===== config.mk =====
export PLATFORM = sky130hd
export DESIGN_NAME = uart_tx_arbiter
export DESIGN_NICKNAME = d
export VERILOG_FILES = /design/src/rtl/uart_tx_arbiter.sv
export SDC_FILE = /design/constraint.sdc
export NUM_CORES = 1
export LEC_CHECK = 0
export ABC_AREA = 1
export ABC_CLOCK_PERIOD_IN_PS = 2050
export CORE_MARGIN = 8
export CORE_UTILIZATION = 25
export CTS_BUF_LIST = sky130_fd_sc_hd__clkbuf_16
export DETAILED_ROUTE_END_ITERATION = 8
export PLACE_DENSITY_LB_ADDON = 0.25
export SETUP_SLACK_MARGIN = 0.1
export SYNTH_ARGS = -nofsm -noshare
export SYNTH_HDL_FRONTEND = slang
export SYNTH_SLANG_ARGS = --single-unit

===== constraint.sdc =====
create_clock -name clock -period 2.05 [get_ports clock]
set_input_delay 0.3075 -clock clock [delete_from_list [all_inputs] [get_ports clock]]
set_output_delay 0.3075 -clock clock [all_outputs]
set_load 0.1 [all_outputs]

===== src/rtl/uart_tx_arbiter.sv =====
// Round-robin arbiter that funnels four byte requesters into one UART transmitter.
// Define UART_ARB_HEADER_EN to send a header byte {6'b101000, grant_id} ahead of each payload byte.
module uart_tx_arbiter #(
    parameter logic [15:0] TIMEOUT_CYCLES = 16'd60000
) (
    input  logic        clock,
    input  logic        reset,
    input  logic [3:0]  req,
    input  logic [31:0] req_data,
    output logic [3:0]  ack,
    output logic [7:0]  uart_writedata,
    output logic        uart_enable,
    input  logic        uart_done,
    output logic        busy,
    output logic [1:0]  grant_id,
    output logic        timeout_err
);

    typedef enum logic [1:0] {
        S_IDLE = 2'd0,
        S_SEND = 2'd1,
        S_WAIT = 2'd2
`ifdef UART_ARB_HEADER_EN
        , S_HDR = 2'd3
`endif
    } state_t;

    state_t      r_state, w_state_next;
    logic [3:0]  r_ack, w_ack_next;
    logic [7:0]  r_wdata, w_wdata_next;
    logic        r_enable, w_enable_next;
    logic        r_busy;
    logic [1:0]  r_grant, w_grant_next;
    logic [1:0]  r_last, w_last_next;
    logic        r_terr, w_terr_next;
    logic [15:0] r_count, w_count_next;
    logic [7:0]  r_byte, w_byte_next;
    logic [1:0]  w_pick;
`ifdef UART_ARB_HEADER_EN
    logic        r_hdr, w_hdr_next;
`endif

    // First requester with req high, searching upward from last+1 with wrap.
    function automatic logic [1:0] rr_pick(input logic [3:0] req_v, input logic [1:0] last);
        logic [1:0] idx;
        logic [1:0] pick;
        pick = last + 2'd1;
        for (int k = 4; k >= 1; k--) begin
            idx = last + 2'(k);
            if (req_v[idx]) pick = idx;
        end
        return pick;
    endfunction

    assign w_pick = rr_pick(req, r_last);

    always_comb begin
        // NOTE: every value written here gets a default first, so no latch can be inferred.
        w_state_next  = r_state;
        w_ack_next    = 4'd0;
        w_wdata_next  = r_wdata;
        w_enable_next = 1'b0;
        w_grant_next  = r_grant;
        w_last_next   = r_last;
        w_terr_next   = 1'b0;
        w_count_next  = r_count;
        w_byte_next   = r_byte;
`ifdef UART_ARB_HEADER_EN
        w_hdr_next    = r_hdr;
`endif
        case (r_state)
            S_IDLE: begin
                if (req != 4'd0) begin
                    w_grant_next = w_pick;
                    w_byte_next  = req_data[{w_pick, 3'b000} +: 8];
                    w_ack_next   = 4'b0001 << w_pick;
                    w_count_next = 16'd0;
`ifdef UART_ARB_HEADER_EN
                    w_state_next = S_HDR;
`else
                    w_state_next = S_SEND;
`endif
                end
            end
`ifdef UART_ARB_HEADER_EN
            S_HDR: begin
                w_wdata_next  = {6'b101000, r_grant};
                w_enable_next = 1'b1;
                w_hdr_next    = 1'b1;
                w_state_next  = S_WAIT;
            end
`endif
            S_SEND: begin
                w_wdata_next  = r_byte;
                w_enable_next = 1'b1;
`ifdef UART_ARB_HEADER_EN
                w_hdr_next    = 1'b0;
`endif
                w_state_next  = S_WAIT;
            end
            S_WAIT: begin
                w_count_next = r_count + 16'd1;
                // A done arriving in the expiry cycle still wins over the timeout.
                if (uart_done) begin
`ifdef UART_ARB_HEADER_EN
                    if (r_hdr) begin
                        w_count_next = 16'd0;
                        w_state_next = S_SEND;
                    end else begin
                        w_last_next  = r_grant;
                        w_state_next = S_IDLE;
                    end
`else
                    w_last_next  = r_grant;
                    w_state_next = S_IDLE;
`endif
                end else if (r_count + 16'd1 == TIMEOUT_CYCLES) begin
                    w_terr_next  = 1'b1;
                    w_last_next  = r_grant;
                    w_state_next = S_IDLE;
                end
            end
            default: w_state_next = S_IDLE;
        endcase
    end

    // NOTE: registers are written with non-blocking assignments so every flop samples pre-edge values.
    always_ff @(posedge clock or posedge reset) begin
        if (reset) begin
            r_state  <= S_IDLE;
            r_ack    <= 4'd0;
            r_wdata  <= 8'd0;
            r_enable <= 1'b0;
            r_busy   <= 1'b0;
            r_grant  <= 2'd0;
            r_last   <= 2'd3;
            r_terr   <= 1'b0;
            r_count  <= 16'd0;
            r_byte   <= 8'd0;
`ifdef UART_ARB_HEADER_EN
            r_hdr    <= 1'b0;
`endif
        end else begin
            r_state  <= w_state_next;
            r_ack    <= w_ack_next;
            r_wdata  <= w_wdata_next;
            r_enable <= w_enable_next;
            r_busy   <= (w_state_next != S_IDLE);
            r_grant  <= w_grant_next;
            r_last   <= w_last_next;
            r_terr   <= w_terr_next;
            r_count  <= w_count_next;
            r_byte   <= w_byte_next;
`ifdef UART_ARB_HEADER_EN
            r_hdr    <= w_hdr_next;
`endif
        end
    end

    assign ack            = r_ack;
    assign uart_writedata = r_wdata;
    assign uart_enable    = r_enable;
    assign busy           = r_busy;
    assign grant_id       = r_grant;
    assign timeout_err    = r_terr;

endmodule


Yosys cells after proc, flatten, opt, wreduce, memory -nomap -nowiden
Index checks and enable logic that the tools add are counted.
W data, S select, Z words.
Cells by class
  $add $sub $neg: 4
  order comparisons: 4
  equality and inequality tests: 4
  shift operators: 2
  mux-type cells: 26
  reductions and logical operators: 8
Operators by type and width (count)
  $pmux W16 S2: 1
  $shiftx A32 B6 Y8: 1
  $mux W2: 9
  $add A16 B1 Y16 const B: 1
  $eq A16 B16 Y1 const B: 1
  $mux W16: 1
  $lt A2 B3 Y1 const B: 4
  $bmux W1 S2: 4
  $mux W1: 8
  $mux W4: 2
  $pmux W2 S3: 1
  $reduce_and A2 Y1: 3
  $reduce_bool A2 Y1: 3
  $add A2 B2 Y2 const B: 2
  $reduce_bool A4 Y1: 1
  $shl A1 B2 Y4 const A: 1
  $add A2 B1 Y2 const B: 1
  $eq A2 B1 Y1 const B: 1
  $eq A2 B2 Y1 const B: 1
  $logic_not A2 Y1: 1
  $ne A2 B2 Y1 const B: 1
Word-level totals
  flip-flop bits (word level): 45
  input bits: 39
  output and inout port bits: 17
  word-level logic and storage cells: 58

Logic depth before layout (Yosys ltp)
Gate-level depths: netlist of the first run.
  depth after elaboration: 9
  gate-level depth with buffers: 16
  depth with buffers taken out: 15

Worst setup path after synthesis of the first run
Ideal clock, no wire load.
  path type: register -> register
  start: register r_last[0]
  end: register r_byte[0]
  library setup time: 0.116 ns
  arrival: 1.628 ns
  data required time: 1.934 ns
  setup slack: 0.306 ns
  cell stages (with the launch flop): 16
  buffers on the path: 2
  period minus slack after synthesis: 1.744 ns
  cell sequence: dfstp_2 buf_6 nand2_2 nand2_2 inv_2 nand2_1 nand2_1 inv_2 nand3_2 buf_6 nand3_1 nand2_1 nand2_1 nand2_1 nand2_1 nand2_1
On the way
  longest elaborated chain between the ends: 7
  elaborated cells on any way between the ends: 16
  classes of those cells: 3 x add/sub; 1 x shift; 12 x mux
RTL lines
  start, declared: line 34  | logic [1:0] r_last, w_last_next;
  start signal, assigned: line 150  | r_last <= w_last_next;
  $add A2 B2 Y2 / $bmux W1 S2 (equally long branches): line 49, 50
  $bmux W1 S2 / $mux W1 (equally long branches): line 50  | if (req_v[idx]) pick = idx;
  $mux W1 (not written as such) / $mux W2 (equally long branches): line 50
  $mux W2 (2 in a row): line 50
  $mux W2 *: line 50
  $shiftx A32 B6 Y8 *: line 75  | w_byte_next = req_data[{w_pick, 3'b000} +: 8];
  end signal, assigned: line 153  | r_byte <= w_byte_next;
  end, declared: line 37  | logic [7:0] r_byte, w_byte_next;
Mark *: on every way between the ends. The rest lies on a longest branch, timed or not. The select of a mux whose other input is x is not followed.
A chain may end at the register's enable or synchronous reset.

Final worst setup path of the first run
  start: register r_last[0]
  end: register r_byte[6]
The elaborated chain is that of the path after synthesis.

==> results.md, run 1 <==
- The post-DP HPWL is 5510 um.
- The maximum vdd ir drop is 0.000833 V.
- The horizontal extent of the die is ~120 um.
- The number of warnings reported in the yosys synthesis log is 0.
- The net count of the finished layout is 500.
- The largest total area in the synthesized netlist belongs to sky130_fd_sc_hd__dfrtp_1.
- The CTS clock-pin slew for the worst setup and hold paths is approximately 0.06 ns.
- The sequential share of power is a little over a fifth.
- The transition time at the pin with the least slew margin is 0.473 ns.
- The kind of critical path is reg -> reg.
- Counting every sink on the clock net gives 45.
- The maximum clock rate is about 500 MHz.
- The final number of max-transition violations is 0.
- The final wirelength is a little under 8000 um.
- Counting flops with an async set or reset pin after synthesis yields a share of 100%.
- Summing the areas of all xor and xnor instances in the mapped netlist gives 2.29% of the synthesized area.
- Combinational logic is responsible for about 68% of the overall power.
- On the critical path, the stage with the largest delay is an instance of sky130_fd_sc_hd__dfstp_2.
- The summed instance area of the synthesized netlist is ~0.0027 mm2.
- Setup repair after global routing could not meet its margin everywhere.
- The detailed router placed 2,684 vias in this run.
- The placeable core region is between 0.01 and 0.015 mm2.
- Clock tree synthesis selected as its root buffer the cell sky130_fd_sc_hd__clkbuf_16.
- In this run, synthesis produced a sequential element count of 45.
- Of the total synthesized cell area, the portion taken by full adders, half adders and majority gates is less than 1%.
- The slack of the worst reg-to-reg path is 0.06 ns.
- The internal portion of total power is ~3.0 mW.
- The count of TritonRoute iterations in the first routing pass is 4.
- Net switching is 53.8% of the power.
- The final worst clock skew is about 0.0055 ns.
- The floorplan step defined a die boundary enclosing between 0.01 and 0.015 mm2.
- Counting flops with a built-in enable in the synthesized netlist gives 0.
- The global-route wire length before repair is 12,300 um.
- The category of the worst setup path capture point is a register.
- Before CTS, the worst setup slack after placement is -0.109 ns.
- The via count of the first global-routing pass was ~2,600.
- Along the worst path, the maximum fanout reaches 8.
- Averaged over all synthesized cells, the footprint is between 7 and 8 um2.
- The via count normalized by instance count is around 4.5.
- Fill cells in the final layout number about 1,100.
- The delay of the slowest cell on the worst path is about 0.60 ns.
- The max-cap violation count is 0.
- The final cell utilization of the core is between 30% and 40%.
- The number of antenna violations at the first check in global routing is 0.
- The leakage power figure is ~1.9 nW.
- The relative area change from synthesis to final layout is 49.5%.
- After technology mapping, the gate count stands at between 300 and 400.
- The remaining number of nets flagged by the antenna check after routing is 0.
- The TritonCTS clock tree is yes.
- The critical path required time is 2.22 ns.
- The clock passes through at most 2 buffers.
- The area fraction in compound gates after synthesis is 3.83%.
- Among all flip-flop cells after synthesis, the most frequent one is sky130_fd_sc_hd__dfrtp_1.
- The synthesized netlist devotes 42.7% of its cell area to simple gates.
- For this design the top-level I/O count stands at 56.
- The quantity of hold-fixing buffers added after cts is 0.
- The floorplan step set the die height to around 120 um.
- The power per cell area is 1640 mW/mm2.
- The startpoint identified for the worst register-to-register timing path is r_last[0].
- The run finished with clean final reports.
- After detailed placement, the design holds a cell count of roughly 580.
- In this design, the critical path's most frequently occurring cell is sky130_fd_sc_hd__nand2_1.
- The reported net switching power is roughly 3.5 mW.
- After detailed placement, the total cell area comes to between 0.003 and 0.004 mm2.
- Setup violations remaining at the end of the flow were counted as 0.
- Sorting the synthesized cells by area gives the leading types as sky130_fd_sc_hd__dfrtp_1 40%, sky130_fd_sc_hd__nand2_1 21%, sky130_fd_sc_hd__nand3_1 11%.
- The class of the tightest hold or removal check is in -> async.
- The worst slew margin relative to its limit is 68.4%.
- The commonest cells after synthesis are 153 x sky130_fd_sc_hd__nand2_1, 57 x sky130_fd_sc_hd__nand3_1, 43 x sky130_fd_sc_hd__dfrtp_1.
- In the routed design, unresolved DRC markers number 0.
- The number of buffers inserted during clock tree synthesis is 5.
- The number of DRC violations after detailed-routing iteration 0 is 79.
- After layout, the worst path uses roughly 97% of the clock period.
- The clock network latency to the later pin of the worst-skew pair is ~0.28 ns.
- In this run the tool buffered the top-level ports with 55 buffer cells.
- Setup slack on the critical path of the routed design comes to roughly 0.063 ns.
- Once layout is done, the placed cells without fillers occupy roughly 0.004 mm2.
- Of the post-synthesis cell area, the dominant cell type holds 40.2%.
- The share of the Yosys chip area taken by registers is 42.2%.
- The net count after synthesis is roughly 420.
- By area, the combinational part of the netlist is dominated by simple AND/OR/NAND/NOR gates.
- Routability-driven placement finished with a final weighted congestion of ~0.85.
- The number of hold-slack violations in the final timing report is 0.
- Measured against the total synthesized area, the mux share comes to 0%.
- The number of rows in the core area is 37.
- In this run, the clock network consumes between 10% and 20% of the power.
- The initial core utilization is between 20% and 30%.
- The number of antenna diodes in the final layout is 0.
- The H-tree generated during clock tree synthesis spans 2 levels.
- The most instantiated library cell after synthesis is sky130_fd_sc_hd__nand2_1.
- The signal on the critical path passes through clkinv_4 -> nand2_2 -> nand3_2 -> nand2_2 -> nand3_4 -> nand2_8 -> nand3_4 -> clkbuf_16 -> nand3_2 -> nand2_1 -> nand2_1 -> nand2_1 -> nand2_1 -> nand2_1.
- The worst register-to-register path ends at r_byte[6].
- At the worst endpoint, the arrival time is between 2 and 2.5 ns.
- After detailed routing, the average wire length per cell comes to ~13 um.
- The count of distinct cell types in the synthesized netlist is 29.
- The smallest clock period supported by the final layout is computed as 1.99 ns.
- The maximum number of pins on one net before global-route repair is 46.
- The count of non-filler cells in the finished layout is between 500 and 600.
- In the final layout, the share of cells above drive strength 1 is a little over a quarter.
- STA classifies the critical path startpoint as a register.
- The number of cells on the worst reg-to-reg path is 14.
- The global routing usage summed across all routing layers is 10.3%.
- The total congestion overflow is 0.
power groups by stage:
stage	registers (mW)	clock network (mW)	logic, mW
after floorplan	2.19	0	1.94
after global placement	1.37	0	3.59
after detailed placement	1.37	0	3.59
after CTS	1.35	0.784	3.69
after global routing	1.41	0.818	4.84
final	1.37	0.759	4.43
flip-flops by register name, summed over array words and instances, names as in the netlist:
register	cells
r_state	2
r_count	16
ack	4
busy	1
grant_id	2
r_last	2
r_byte	8
uart_enable	1
uart_writedata	8
timeout_err	1
through the flow:
step | TNS [ns] | power (mW) | hold slack (ns)
after CTS | 0 | 5.82 | 0.390
after detailed placement | -0.673 | 4.97 | 0.467
final | 0 | 6.56 | 0.373
after global placement | -0.249 | 4.96 | 0.460
after global routing | -0.365 | 7.06 | 0.402
after floorplan | 0 | 4.13 | 0.380
critical path: cells and delay by family, from the launching register on:
family	cells	cell delay (ns)
buffers and inverters	2	0.28
DFF	1	0.60
and+or+nand+nor	12	1.00
cell type report:
cell class | instances | area [um2] | share of cell area, %
clock buffers | 5 | 125 | 3.13
clock inverters | 3 | 11.3 | 0.282
inverters | 34 | 140 | 3.50
multi-input cells | 293 | 1650 | 41.3
flip-flops and latches | 45 | 1130 | 28.2
well taps | 136 | 170 | 4.25
repair buffers | 80 | 772 | 19.3
logic make-up (layout without fill, tap and decap cells):
kind of cell	Yosys count	count (layout)
AND/OR/NAND/NOR	262	265
buffers and inverters	46	122
AO/OA/AOI/OAI	19	19
adder cells (fa/ha/maj)	2	2
XOR/XNOR	7	7
flip-flops	45	45
routing by layer:
| metal | track usage (%) | routed length [um] |
|---|---|---|
| met2 | 16.6 | 3710 |
| met4 | 2.89 | 128 |
| met1 | 13.3 | 3630 |
| met5 | 0 | 0 |
| met3 | 2.55 | 380 |
how the worst max path moves through the flow:
stage / from / end / cells after the start / slack, ns
after floorplan: r_last[0] / r_byte[0] / 15 / 0.31
after global placement: req[2] / r_byte[6] / 14 / -0.05
after detailed placement: req[2] / r_byte[6] / 14 / -0.11
after CTS: r_count[0] / busy / 11 / 0.12
after global routing: r_last[0] / r_byte[6] / 14 / -0.05
final: r_last[0] / r_byte[6] / 14 / 0.06
what timing repair did:
item	CTS	global route
gates cloned	0	5
buffers inserted	1	6
setup endpoints to repair	10	17
pin swaps	0	37
gates resized for setup	2	73
cell usage in the layout, fill, tap and decap left out, types with 2 or more instances in the layout:
cell type	count
sky130_fd_sc_hd__buf_12	3
sky130_fd_sc_hd__buf_4	36
sky130_fd_sc_hd__clkbuf_16	7
sky130_fd_sc_hd__clkdlybuf4s50_1	38
sky130_fd_sc_hd__clkinv_1	2
sky130_fd_sc_hd__clkinv_4	2
sky130_fd_sc_hd__dfrtp_1	43
sky130_fd_sc_hd__dfstp_2	2
sky130_fd_sc_hd__inv_1	26
sky130_fd_sc_hd__inv_2	6
sky130_fd_sc_hd__nand2_1	139
sky130_fd_sc_hd__nand2_2	16
sky130_fd_sc_hd__nand2_4	6
sky130_fd_sc_hd__nand2_8	4
sky130_fd_sc_hd__nand3_1	39
sky130_fd_sc_hd__nand3_2	20
sky130_fd_sc_hd__nand3_4	4
sky130_fd_sc_hd__nand4_1	3
sky130_fd_sc_hd__nor2_1	20
sky130_fd_sc_hd__nor2_2	6
sky130_fd_sc_hd__nor2_4	3
sky130_fd_sc_hd__nor3_1	2
sky130_fd_sc_hd__o21ai_0	8
sky130_fd_sc_hd__o21ai_2	2
sky130_fd_sc_hd__o22ai_1	5
sky130_fd_sc_hd__xor2_1	6
Power figures use the tool's default switching activity.
==> inputs of run 2 (changes only) <==
--- a/config.mk
+++ b/config.mk
@@ -16,3 +16,4 @@
 export SYNTH_ARGS = -nofsm -noshare
 export SYNTH_HDL_FRONTEND = slang
 export SYNTH_SLANG_ARGS = --single-unit
+export TNS_END_PERCENT = 50
==> run 2 against run 1 <==
  * First-iteration DRC count fell by 24%
  * Design area fell by 0.91%
  * Clock power barely moved
  * Critical path depth rose by 1
  * Clock skew rose by 0.0017 ns
==> results.md, run 2 (synthesized netlist as in run 1, its figures left out) <==
- The final wirelength is 7840 um (about the same).
- The via count of the first global-routing pass is 2,589 (unchanged).
- In this run the critical register-to-register path is captured at r_byte[6].
- The slack of the worst reg-to-reg path is 0.07 ns (about the same).
- The maximum number of pins on one net before global-route repair is 46 (unchanged).
- The number of DRC violations after detailed-routing iteration 0 is 60 (-24%).
- The critical path required time is 2.22 ns (about the same).
- The flow ran to the end, and the final reports show no timing, DRC or antenna violations.
- The commonest non-fill, non-tap cell in the layout is sky130_fd_sc_hd__nand2_1.
- The worst setup slack after placement is -0.109 ns (unchanged).
- The number of rows in the core area was 37 (unchanged).
- In this run the critical register-to-register path is launched from r_last[0].
- The highest fanout seen on the critical path is 8 (unchanged).
- The worst slew margin relative to its limit was 69.4% (+0.93 points).
- TritonCTS built the clock tree.
- Setup repair after global routing could not meet its margin everywhere.
- The number of setup violations in the final report was 0 (unchanged).
- The via count is 2,672 (-0.45%).
- The horizontal extent of the die came to 119 um (unchanged).
- The leakage power figure is 1.91 nW (-0.21%).
- The remaining number of nets flagged by the antenna check after routing is 0 (unchanged).
- The maximum level of the CTS H-tree is 2 (unchanged).
- The transition time at the pin with the least slew margin is 0.459 ns (-0.0139 ns).
- The fraction of the cycle the final worst path needs was 96.5% (-0.38 points).
- The via count normalized by instance count is 4.48 (-0.45%).
- The fraction of final layout cells sized beyond drive strength 1 is 24.8% (-2.0 points).
- The final weighted congestion of routability-driven global placement came to 0.851 (unchanged).
- The count of clock tree sinks is 45 (unchanged).
- The category of the worst setup path capture point is a register.
- The global-route wire length before repair is 12,300 um (unchanged).
- The deepest clock path buffer count is 2 (unchanged).
- The placeable core region was 0.0104 mm2 (unchanged).
- The category of the worst setup path launch point is a register.
- The final cell utilization of the core is 38.2% (-0.35 points).
- In the layout the commonest cells are 142 x sky130_fd_sc_hd__nand2_1, 43 x sky130_fd_sc_hd__dfrtp_1, 41 x sky130_fd_sc_hd__nand3_1.
- The data arrival time of the critical path is 2.15 ns (about the same).
- The overall die area is 0.0143 mm2 (unchanged).
- The final total negative setup slack came to 0 ns (unchanged).
- The top register by number of flip-flops is r_count.
- The count of buffers inserted at the top-level ports is 55 (unchanged).
- The net count of the finished layout is 500 (unchanged).
- The count of TritonRoute iterations in the first routing pass is 4 (unchanged).
- The number of design rule violations left after detail routing is 0 (unchanged).
- The max-cap violation count is 0 (unchanged).
- The maximum clock rate was 505 MHz (+0.39%).
- The number of cells on the worst reg-to-reg path is 15 (+1).
- The quantity of hold-fixing buffers added after cts is 0 (unchanged).
- The minimum clock period is 1.98 ns (-0.00774 ns).
- The initial core utilization was 25.8% (unchanged).
- The CTS root buffer is sky130_fd_sc_hd__clkbuf_16.
- The kind of critical path is reg -> reg.
- The number of hold-slack violations in the final timing report was 0 (unchanged).
- The clock network latency to the later pin of the worst-skew pair is 0.28 ns (about the same).
- The final worst clock skew was 0.00723 ns (+0.00169 ns).
- The total inserted antenna cells is 0 (unchanged).
- The final worst setup slack is 0.0712 ns (+0.00774 ns).
- The flip-flop count of the largest register, all copies and words added is 16 (unchanged).
- The global routing usage summed across all routing layers is 10.3% (unchanged).
- The average wire per standard cell was 13.2 um (about the same).
- The CTS clock-pin slew for the worst setup and hold paths came to 0.06 ns (about the same).
- The power per cell area is 1650 mW/mm2 (+0.31%).
- The die span in y came to 119 um (unchanged).
- From synthesis to final layout, the design area changed by 48.1%.
- The total congestion overflow is 0 (unchanged).
- The number of top-level pins is 56 (unchanged).
- The final number of max-transition violations is 0 (unchanged).
- The class of the tightest hold or removal check is in -> async.
- The number of antenna violations at the first check in global routing is 0 (unchanged).
- The maximum vdd ir drop is 0.000831 V (-0.17%).
- The post-DP HPWL is 5510 um (unchanged).
- The number of buffers inserted during clock tree synthesis was 5 (unchanged).
==> run 2: cell types whose count changed in the layout (fill, tap and decap cells not counted), moves of 2 or more <==
cell                      previous run  this run
sky130_fd_sc_hd__inv_1              26        28
sky130_fd_sc_hd__inv_2               6         4
sky130_fd_sc_hd__nand2_1           139       142
sky130_fd_sc_hd__nand2_2            16        13
sky130_fd_sc_hd__nand3_1            39        41
==> run 2: per-layer routing <==
| layer | routed length, um | track usage, % | share of wire, % | vias to the layer above |
|---|---|---|---|---|
| met3 | 368 | 2.55 | 4.7 | 7 |
| met1 | 3650 | 13.3 | 47 | 1226 |
| met2 | 3720 | 16.6 | 47 | 67 |
| li1 | - | - | - | 1372 |
| met5 | 0 | 0 | 0 | - |
| met4 | 99 | 2.89 | 1.3 | 0 |
==> run 2: worst max path at each step <==
stage | start | endpoint | slack (ns) | cells past startpoint
6_report | r_last[0] | r_byte[6] | 0.07 | 15
5_1_grt | r_last[0] | r_byte[6] | -0.03 | 15
2_1_floorplan | r_last[0] | r_byte[0] | 0.31 | 15
4_1_cts | r_count[0] | busy | 0.12 | 11
3_5_place_dp | req[2] | r_byte[6] | -0.11 | 14
3_3_place_gp | req[2] | r_byte[6] | -0.05 | 14
==> run 2: final cells by class <==
type                       instances  area (um2)
clock buffer                       5         125
clock inverter                     3        11.3
fill                            1120        6410
inverter                          34         140
multi-input combinational        293        1620
sequential                        45        1130
tap                              136         170
timing repair buffer              80         768
==> run 2: through the flow <==
step           power (mW)  hold WS (ns)  cells  cell area [um2]
6_report             6.52         0.374    596             3960
3_3_place_gp         4.96         0.460    576             3410
2_1_floorplan        4.13         0.380    381             2680
5_1_grt              7.02         0.402    596             3960
3_5_place_dp         4.97         0.467    576             3410
4_1_cts              5.82         0.390    585             3580
==> run 2: power breakdown <==
| part | internal [mW] | switching, mW | total (mW) | leakage [nW] |
|---|---|---|---|---|
| Combinational | 1.41 | 2.98 | 4.40 | 1.25 |
| Clock | 0.439 | 0.320 | 0.759 | 0.0776 |
| Sequential | 1.18 | 0.192 | 1.37 | 0.584 |
| Total | 3.03 | 3.50 | 6.52 | 1.91 |
==> run 2: worst max-delay path: stages (launching register included) <==
cell and delay (ns):
sky130_fd_sc_hd__dfstp_2 0.60, sky130_fd_sc_hd__buf_12 0.14, sky130_fd_sc_hd__nand2_4 0.05, sky130_fd_sc_hd__nand2_4 0.08, sky130_fd_sc_hd__inv_4 0.05, sky130_fd_sc_hd__nand2_4 0.06, sky130_fd_sc_hd__nand3_4 0.09, sky130_fd_sc_hd__nand2_8 0.12
sky130_fd_sc_hd__nand3_4 0.13, sky130_fd_sc_hd__clkbuf_16 0.19, sky130_fd_sc_hd__nand3_2 0.07, sky130_fd_sc_hd__nand2_1 0.05, sky130_fd_sc_hd__nand2_1 0.05, sky130_fd_sc_hd__nand2_1 0.06, sky130_fd_sc_hd__nand2_1 0.06, sky130_fd_sc_hd__nand2_1 0.05
==> run 2: timing repair <==
action                     CTS  global route
hold endpoints to repair     0             0
setup endpoints to repair   10            17
pin swaps                    0            33
resized for setup            2            62
buffers inserted             1             6
cloned                       0             5
